[config.mk]
export PLATFORM = sky130hd
export DESIGN_NAME = result_demux_1x2_nbit
export DESIGN_NICKNAME = d
export VERILOG_FILES = /design/src/rtl/result_demux_1x2_nbit_pkg.sv /design/src/rtl/result_demux_1x2_nbit_chan_buf2.sv /design/src/rtl/result_demux_1x2_nbit.sv
export SDC_FILE = /design/constraint.sdc
export NUM_CORES = 1
export LEC_CHECK = 0
export ABC_CLOCK_PERIOD_IN_PS = 2150
export CAP_MARGIN = 5
export CORE_MARGIN = 2
export CORE_UTILIZATION = 35
export CTS_BUF_LIST = sky130_fd_sc_hd__clkbuf_16
export DETAILED_ROUTE_END_ITERATION = 7
export PLACE_DENSITY = 0.56
export SYNTH_ARGS = -nofsm -noshare
export SYNTH_HDL_FRONTEND = slang
export SYNTH_SLANG_ARGS = --single-unit
[constraint.sdc]
create_clock -name clk -period 2.15 [get_ports clk]
set_input_delay 0.43 -clock clk [delete_from_list [all_inputs] [get_ports clk]]
set_output_delay 0.43 -clock clk [all_outputs]
set_load 0.01 [all_outputs]
[src/rtl/result_demux_1x2_nbit_pkg.sv]
// Shared definitions for the registered 1-to-2 result demultiplexer:
// the result word width and the per-channel occupancy encoding.
package result_demux_1x2_nbit_pkg;

  localparam int RESULT_W = 8;

  typedef enum logic [1:0] {
    EMPTY = 2'd0,
    ONE   = 2'd1,
    TWO   = 2'd2
  } occ_t;

endpackage

[src/rtl/result_demux_1x2_nbit_chan_buf2.sv]
// Two-entry output buffer for one demux channel: a head register that
// drives the consumer, a spare register that absorbs one extra word while
// the consumer stalls, and a wrapping count of accepted pushes.
module chan_buf2
  import result_demux_1x2_nbit_pkg::*;
#(
  parameter int W = 8
) (
  input  logic                clk,
  input  logic                rst,
  input  logic                push,
  input  logic [W-1:0]        push_data,
  input  logic                pop_ready,
  output logic [W-1:0]        head_data,
  output logic                valid,
  output logic                full,
  output logic [RESULT_W-1:0] count
);

  occ_t         state;
  logic [W-1:0] spare;
  logic         pop;

  // Occupancy flags come straight from the registered state so the
  // upstream ready never sees the consumer's ready.
  always_comb begin
    valid = (state != EMPTY);
    full  = (state == TWO);
    pop   = valid & pop_ready;
  end

  // Occupancy FSM with head/spare data movement and the push counter.
  // The head only changes on a pop or when the buffer was empty, so it
  // stays stable while the consumer stalls. Pushes never arrive in TWO
  // because the top holds in_ready low there.
  always_ff @(posedge clk or posedge rst) begin
    if (rst) begin
      state     <= EMPTY;
      head_data <= '0;
      spare     <= '0;
      count     <= '0;
    end else begin
      if (push) begin
        count <= count + 8'd1;
      end
      case (state)
        EMPTY: begin
          if (push) begin
            head_data <= push_data;
            state     <= ONE;
          end
        end
        ONE: begin
          if (push && pop) begin
            head_data <= push_data;
          end else if (push) begin
            spare <= push_data;
            state <= TWO;
          end else if (pop) begin
            state <= EMPTY;
          end
        end
        TWO: begin
          if (pop) begin
            head_data <= spare;
            state     <= ONE;
          end
        end
        default: state <= EMPTY;
      endcase
    end
  end

endmodule

[src/rtl/result_demux_1x2_nbit.sv]
// Registered 1-to-2 result demultiplexer. Channel A carries the add/sub
// result truncated to N bits plus an overflow flag; channel B carries the
// full multiplier result. Each channel buffers up to two words.
module result_demux_1x2_nbit
  import result_demux_1x2_nbit_pkg::*;
#(
  parameter int N = 4
) (
  input  logic                clk,
  input  logic                rst,
  input  logic [RESULT_W-1:0] in_data,
  input  logic                in_sel,
  input  logic                in_valid,
  output logic                in_ready,
  output logic [N-1:0]        a_data,
  output logic                a_ovf,
  output logic                a_valid,
  input  logic                a_ready,
  output logic [RESULT_W-1:0] b_data,
  output logic                b_valid,
  input  logic                b_ready,
  output logic [RESULT_W-1:0] a_count,
  output logic [RESULT_W-1:0] b_count
);

  logic         a_full;
  logic         b_full;
  logic         push_a;
  logic         push_b;
  logic         in_ovf;
  logic [N:0]   a_head;

  // Overflow marks any dropped upper bits; with a full-width A nothing
  // is dropped so the flag is tied low.
  generate
    if (N < RESULT_W) begin : g_ovf
      assign in_ovf = |in_data[RESULT_W-1:N];
    end else begin : g_no_ovf
      assign in_ovf = 1'b0;
    end
  endgenerate

  // Ready follows the selected channel's fullness; a push goes only to
  // the selected channel so the other one is never disturbed.
  always_comb begin
    in_ready = in_sel ? !b_full : !a_full;
    push_a   = in_valid & in_ready & !in_sel;
    push_b   = in_valid & in_ready & in_sel;
  end

  chan_buf2 #(.W(N + 1)) u_chan_a (
    .clk       (clk),
    .rst       (rst),
    .push      (push_a),
    .push_data ({in_ovf, in_data[N-1:0]}),
    .pop_ready (a_ready),
    .head_data (a_head),
    .valid     (a_valid),
    .full      (a_full),
    .count     (a_count)
  );

  chan_buf2 #(.W(RESULT_W)) u_chan_b (
    .clk       (clk),
    .rst       (rst),
    .push      (push_b),
    .push_data (in_data),
    .pop_ready (b_ready),
    .head_data (b_data),
    .valid     (b_valid),
    .full      (b_full),
    .count     (b_count)
  );

  assign a_data = a_head[N-1:0];
  assign a_ovf  = a_head[N];

endmodule
==> flow_results.org <==
** Outcome
- Result of the run :: complete, no violations

** Clock network
- Clock-pin slew was measured on the worst setup and hold paths at 0.06 ns.
- The number of clock buffers added by TritonCTS is 5.
- TritonCTS clock tree :: done
- The clock tree synthesis step divided the H-tree into 2 levels.
- In this run the post-CTS setup repair buffer count came out at 0.
- Clock tree synthesis selected as its root buffer the cell clkbuf_16.
- The clock passes through at most 2 buffers.
- For this design, the CTS-stage hold fixing added 0 buffers.
- Insertion delay of the later-clocked pin in the worst-skew pair :: 0.28 ns
- Sinks on Clock Net :: 46

** Cells and area
- Multi-input logic area :: 907 µm²
- In the final layout, the share of cells above drive strength 1 is 19.1%.
- The number of antenna diodes in the final layout is 0.
- Compared with the post-synthesis result, the final layout area differs by 35.5%.
- Combined flip-flop and latch cell area :: 0.00115 mm²
- Most frequent standard cell in the layout excluding fill and tap cells :: dfrtp_1
- Most frequent cells in the layout :: dfrtp_1 (45), clkdlybuf4s50_1 (44), nand2_1 (19)
- Net count of the finished layout :: 245
- Filler cell count :: 543

** Logic synthesis
- Library cell occupying the most area in the post-synthesis netlist :: dfrtp_1
- Summed over its instances, the top area cell type makes up 54.6% of the synthesized netlist area.
- When the netlist entered floorplanning its net count stood at 190.
- Syn Inst Count :: 174
- Number of synthesized register bits :: 46
- The share of the Yosys chip area taken by registers is 54.6%.
- In this run the cell area of the synthesized design comes to 0.00211 mm².
- In this run the mean area of a mapped cell was 12.1 µm².
- Synth unique cells :: 35
- After synthesis, the cell types taking the most area are dfrtp_1 (55%), mux2_2 (8.0%), xnor2_1 (3.7%).
- Synthesis warning total :: 0

** Route
- For this run, the detailed router's first-pass iteration total came to 4.
- The routed layout has 1,467 vias.
- The routed design has 4040 µm of wire.
- After detailed routing, the number of remaining DRC violations is 0.
- For this block, the initial DRC count from the detailed router was 49.
- After detailed routing, no signal wire sits above met4.
- The detail route stage leaves a number of antenna-violating nets equal to 0.
- After detailed routing, the met2 layer carries 1930 µm of wire.
- Routed met3 length :: 231 µm
- Vias per cell :: 4.81
- Routed len/inst :: 13.2 µm
- The detailed router put a total of 1860 µm of wire on met1.

** Critical path
- The slowest stage of the critical path is the clkdlybuf4s50_1 cell.
- In this run the worst path has a maximum fanout of 6.
- Maximum single-stage delay on the critical path :: 0.48 ns
- Type of element capturing the critical path :: output port
- STA puts the critical path data arrival time at 1.55 ns.
- Crit-path cells :: or2_2, clkdlybuf4s50_1
- Worst R2R Path Depth :: 4
- At the worst endpoint, the required time is 1.72 ns.
- Kind of launch point of the worst setup path :: flip-flop
- The critical path is of the reg -> out type.
- Across all register-to-register paths, the minimum setup slack is 0.55 ns.

** Placed design
- The count of buffers added on input and output ports is 45.
- After legalization and detailed placement, the total HPWL measured 2860 µm.
- The congestion estimate from routability-driven global placement came to 0.734.
- Placement Setup Slack :: 0.00827 ns

** Pwr
- Power after layout :: 0.00321 W
- Dividing total power by cell area gives a power density of 1120 mW/mm².
- Maximum vdd drop :: 0.000438 V
- For this design the static power due to leakage is 1.18 nW.

** Global route
- Via count of the first global-routing pass :: 1,467
- The first global-routing pass estimated 6800 µm of wire.
- Number of antenna violations at the first check in global routing :: 0
- Global Route Usage Sum :: 13.5%
- Largest net degree at the start of global routing :: 47
- Sum of overflow across all layers after global routing :: 0

** STA
- Setup TNS :: 0 ns
- Setup WS post-layout :: 0.173 ns
- Setup violations remaining at the end of the flow were counted as 0.
- Number of hold violations in the final report :: 0
- Max Transition Viols Final :: 0
- Relative slew slack :: 71.4%
- Worst Tran Pin Value :: 0.429 ns
- Fmax :: 506 MHz
- Part of the cycle the worst path needs :: 92.0%
- Minimum period implied by the final worst setup slack :: 1.98 ns
- Unrepaired setup endpoints after global routing :: false
- Clk_skew :: 0.00299 ns

** Hold path
- The tightest min-delay check is of the reg -> reg type.
- Counting instances, the worst hold path has a depth of 1.

** Floorplanning
- The floorplan step defined a die boundary enclosing 0.00666 mm².
- From left edge to right edge, the die measures 81.6 µm.
- The total area inside the core boundary comes to 0.00589 mm².
- The initial utilization of the core area, before any placement, comes to 35.8%.
- The floorplan step set the die height to 81.6 µm.
- For this design the top-level I/O count stands at 46.
- After floorplanning, the core was divided into 28 placement rows.

** Job
- Count of max-cap constraint violations :: 0
## Yosys cell counts
master,n
or4_1,1
xnor2_1,9
nor4_1,1
o21ai_0,2
buf_6,3
nand4_1,3
inv_1,2
a21oi_1,5
and3_1,1
a21o_1,1
mux2_2,15
and2b_4,1
nor3_1,1
nand2_1,19
buf_2,1
nor3_4,2
nand3_1,6
and2b_1,2
xor2_1,7
nor2b_1,1
nand2_4,1
nor2_4,1
o21bai_1,1
nor3b_4,1
nor4_4,1
nand2b_1,3
nor2_1,14
or2_2,2
nand3b_1,2
a31oi_1,8
ha_1,2
dfrtp_1,46
mux2i_1,6
o31ai_4,2
clkbuf_1,1
## worst max-delay path: cells and delay by family (launching register included)
family	cells	cell delay (ns)
buffers and inverters	1	0.48
and+or+nand+nor	1	0.32
DFF	1	0.47
## sequential cells by signal (all words and copies together) (netlist names)
name / count
u_chan_b.spare: 8
u_chan_b.head_data: 8
u_chan_a.spare: 5
u_chan_a.state: 2
u_chan_a.count: 8
u_chan_b.count: 8
u_chan_a.head_data: 5
u_chan_b.state: 2
## area by class of cell
| cell class | instances | area share (%) |
|---|---|---|
| flip-flops and latches | 46 | 40.3 |
| multi-input cells | 121 | 31.8 |
| repair buffers | 53 | 18.4 |
| clock buffers | 5 | 4.38 |
| well taps | 75 | 3.29 |
| clock inverters | 3 | 1.58 |
| inverters | 2 | 0.263 |
## layer usage
metal | track usage, % | up-vias
li1 | - | 715
met1 | 16.9 | 713
met2 | 22.6 | 37
met3 | 3.63 | 2
met4 | 4.50 | 0
met5 | 0 | -
## path summary, 6_finish.rpt
check / startpoint / endpoint
setup / recovery: u_chan_a.state[1] / a_valid
hold / removal: u_chan_a.count[7] / u_chan_a.count[7]
setup reg to reg: u_chan_b.state[1] / u_chan_b.count[1]
hold reg to reg: u_chan_a.count[7] / u_chan_a.count[7]
max in group asynchronous: rst / u_chan_b.state[1]
min in group asynchronous: rst / u_chan_a.count[5]
## power by group
group          switching, W  internal (W)  total, W  leakage, nW
Sequential         0.000229       0.00115   0.00138        0.550
Clock              0.000320      0.000548  0.000868       0.0760
Combinational      0.000371      0.000585  0.000956        0.553
## metrics by stage
| step | utilization (%) | instance area [µm²] | cells | hold WS (ns) |
|---|---|---|---|---|
| floorplan | - | 2110 | 174 | 0.480 |
| CTS | 48.5 | 2850 | 305 | 0.482 |
| global route | 48.5 | 2860 | 305 | 0.505 |
| global placement | 45.6 | 2680 | 297 | 0.460 |
| detailed placement | 45.6 | 2680 | 297 | 0.473 |
| finish | 48.5 | 2860 | 305 | 0.471 |
## logic make-up after synthesis
family / Yosys count / share of synthesized area (%)
multiplexers: 21 / 10.9
buffers and inverters: 7 / 2.37
XOR/XNOR: 16 / 6.65
adder cells (fa/ha/maj): 2 / 1.19
flip-flops: 46 / 54.6
AND/OR/NAND/NOR: 63 / 17.6
AO/OA/AOI/OAI: 19 / 6.77
## repair_timing
action,CTS,global route
endpoints found under the setup margin,0,1
endpoints found under the hold margin,0,0
resized for setup,0,2
(Power assumes the default switching activity.)
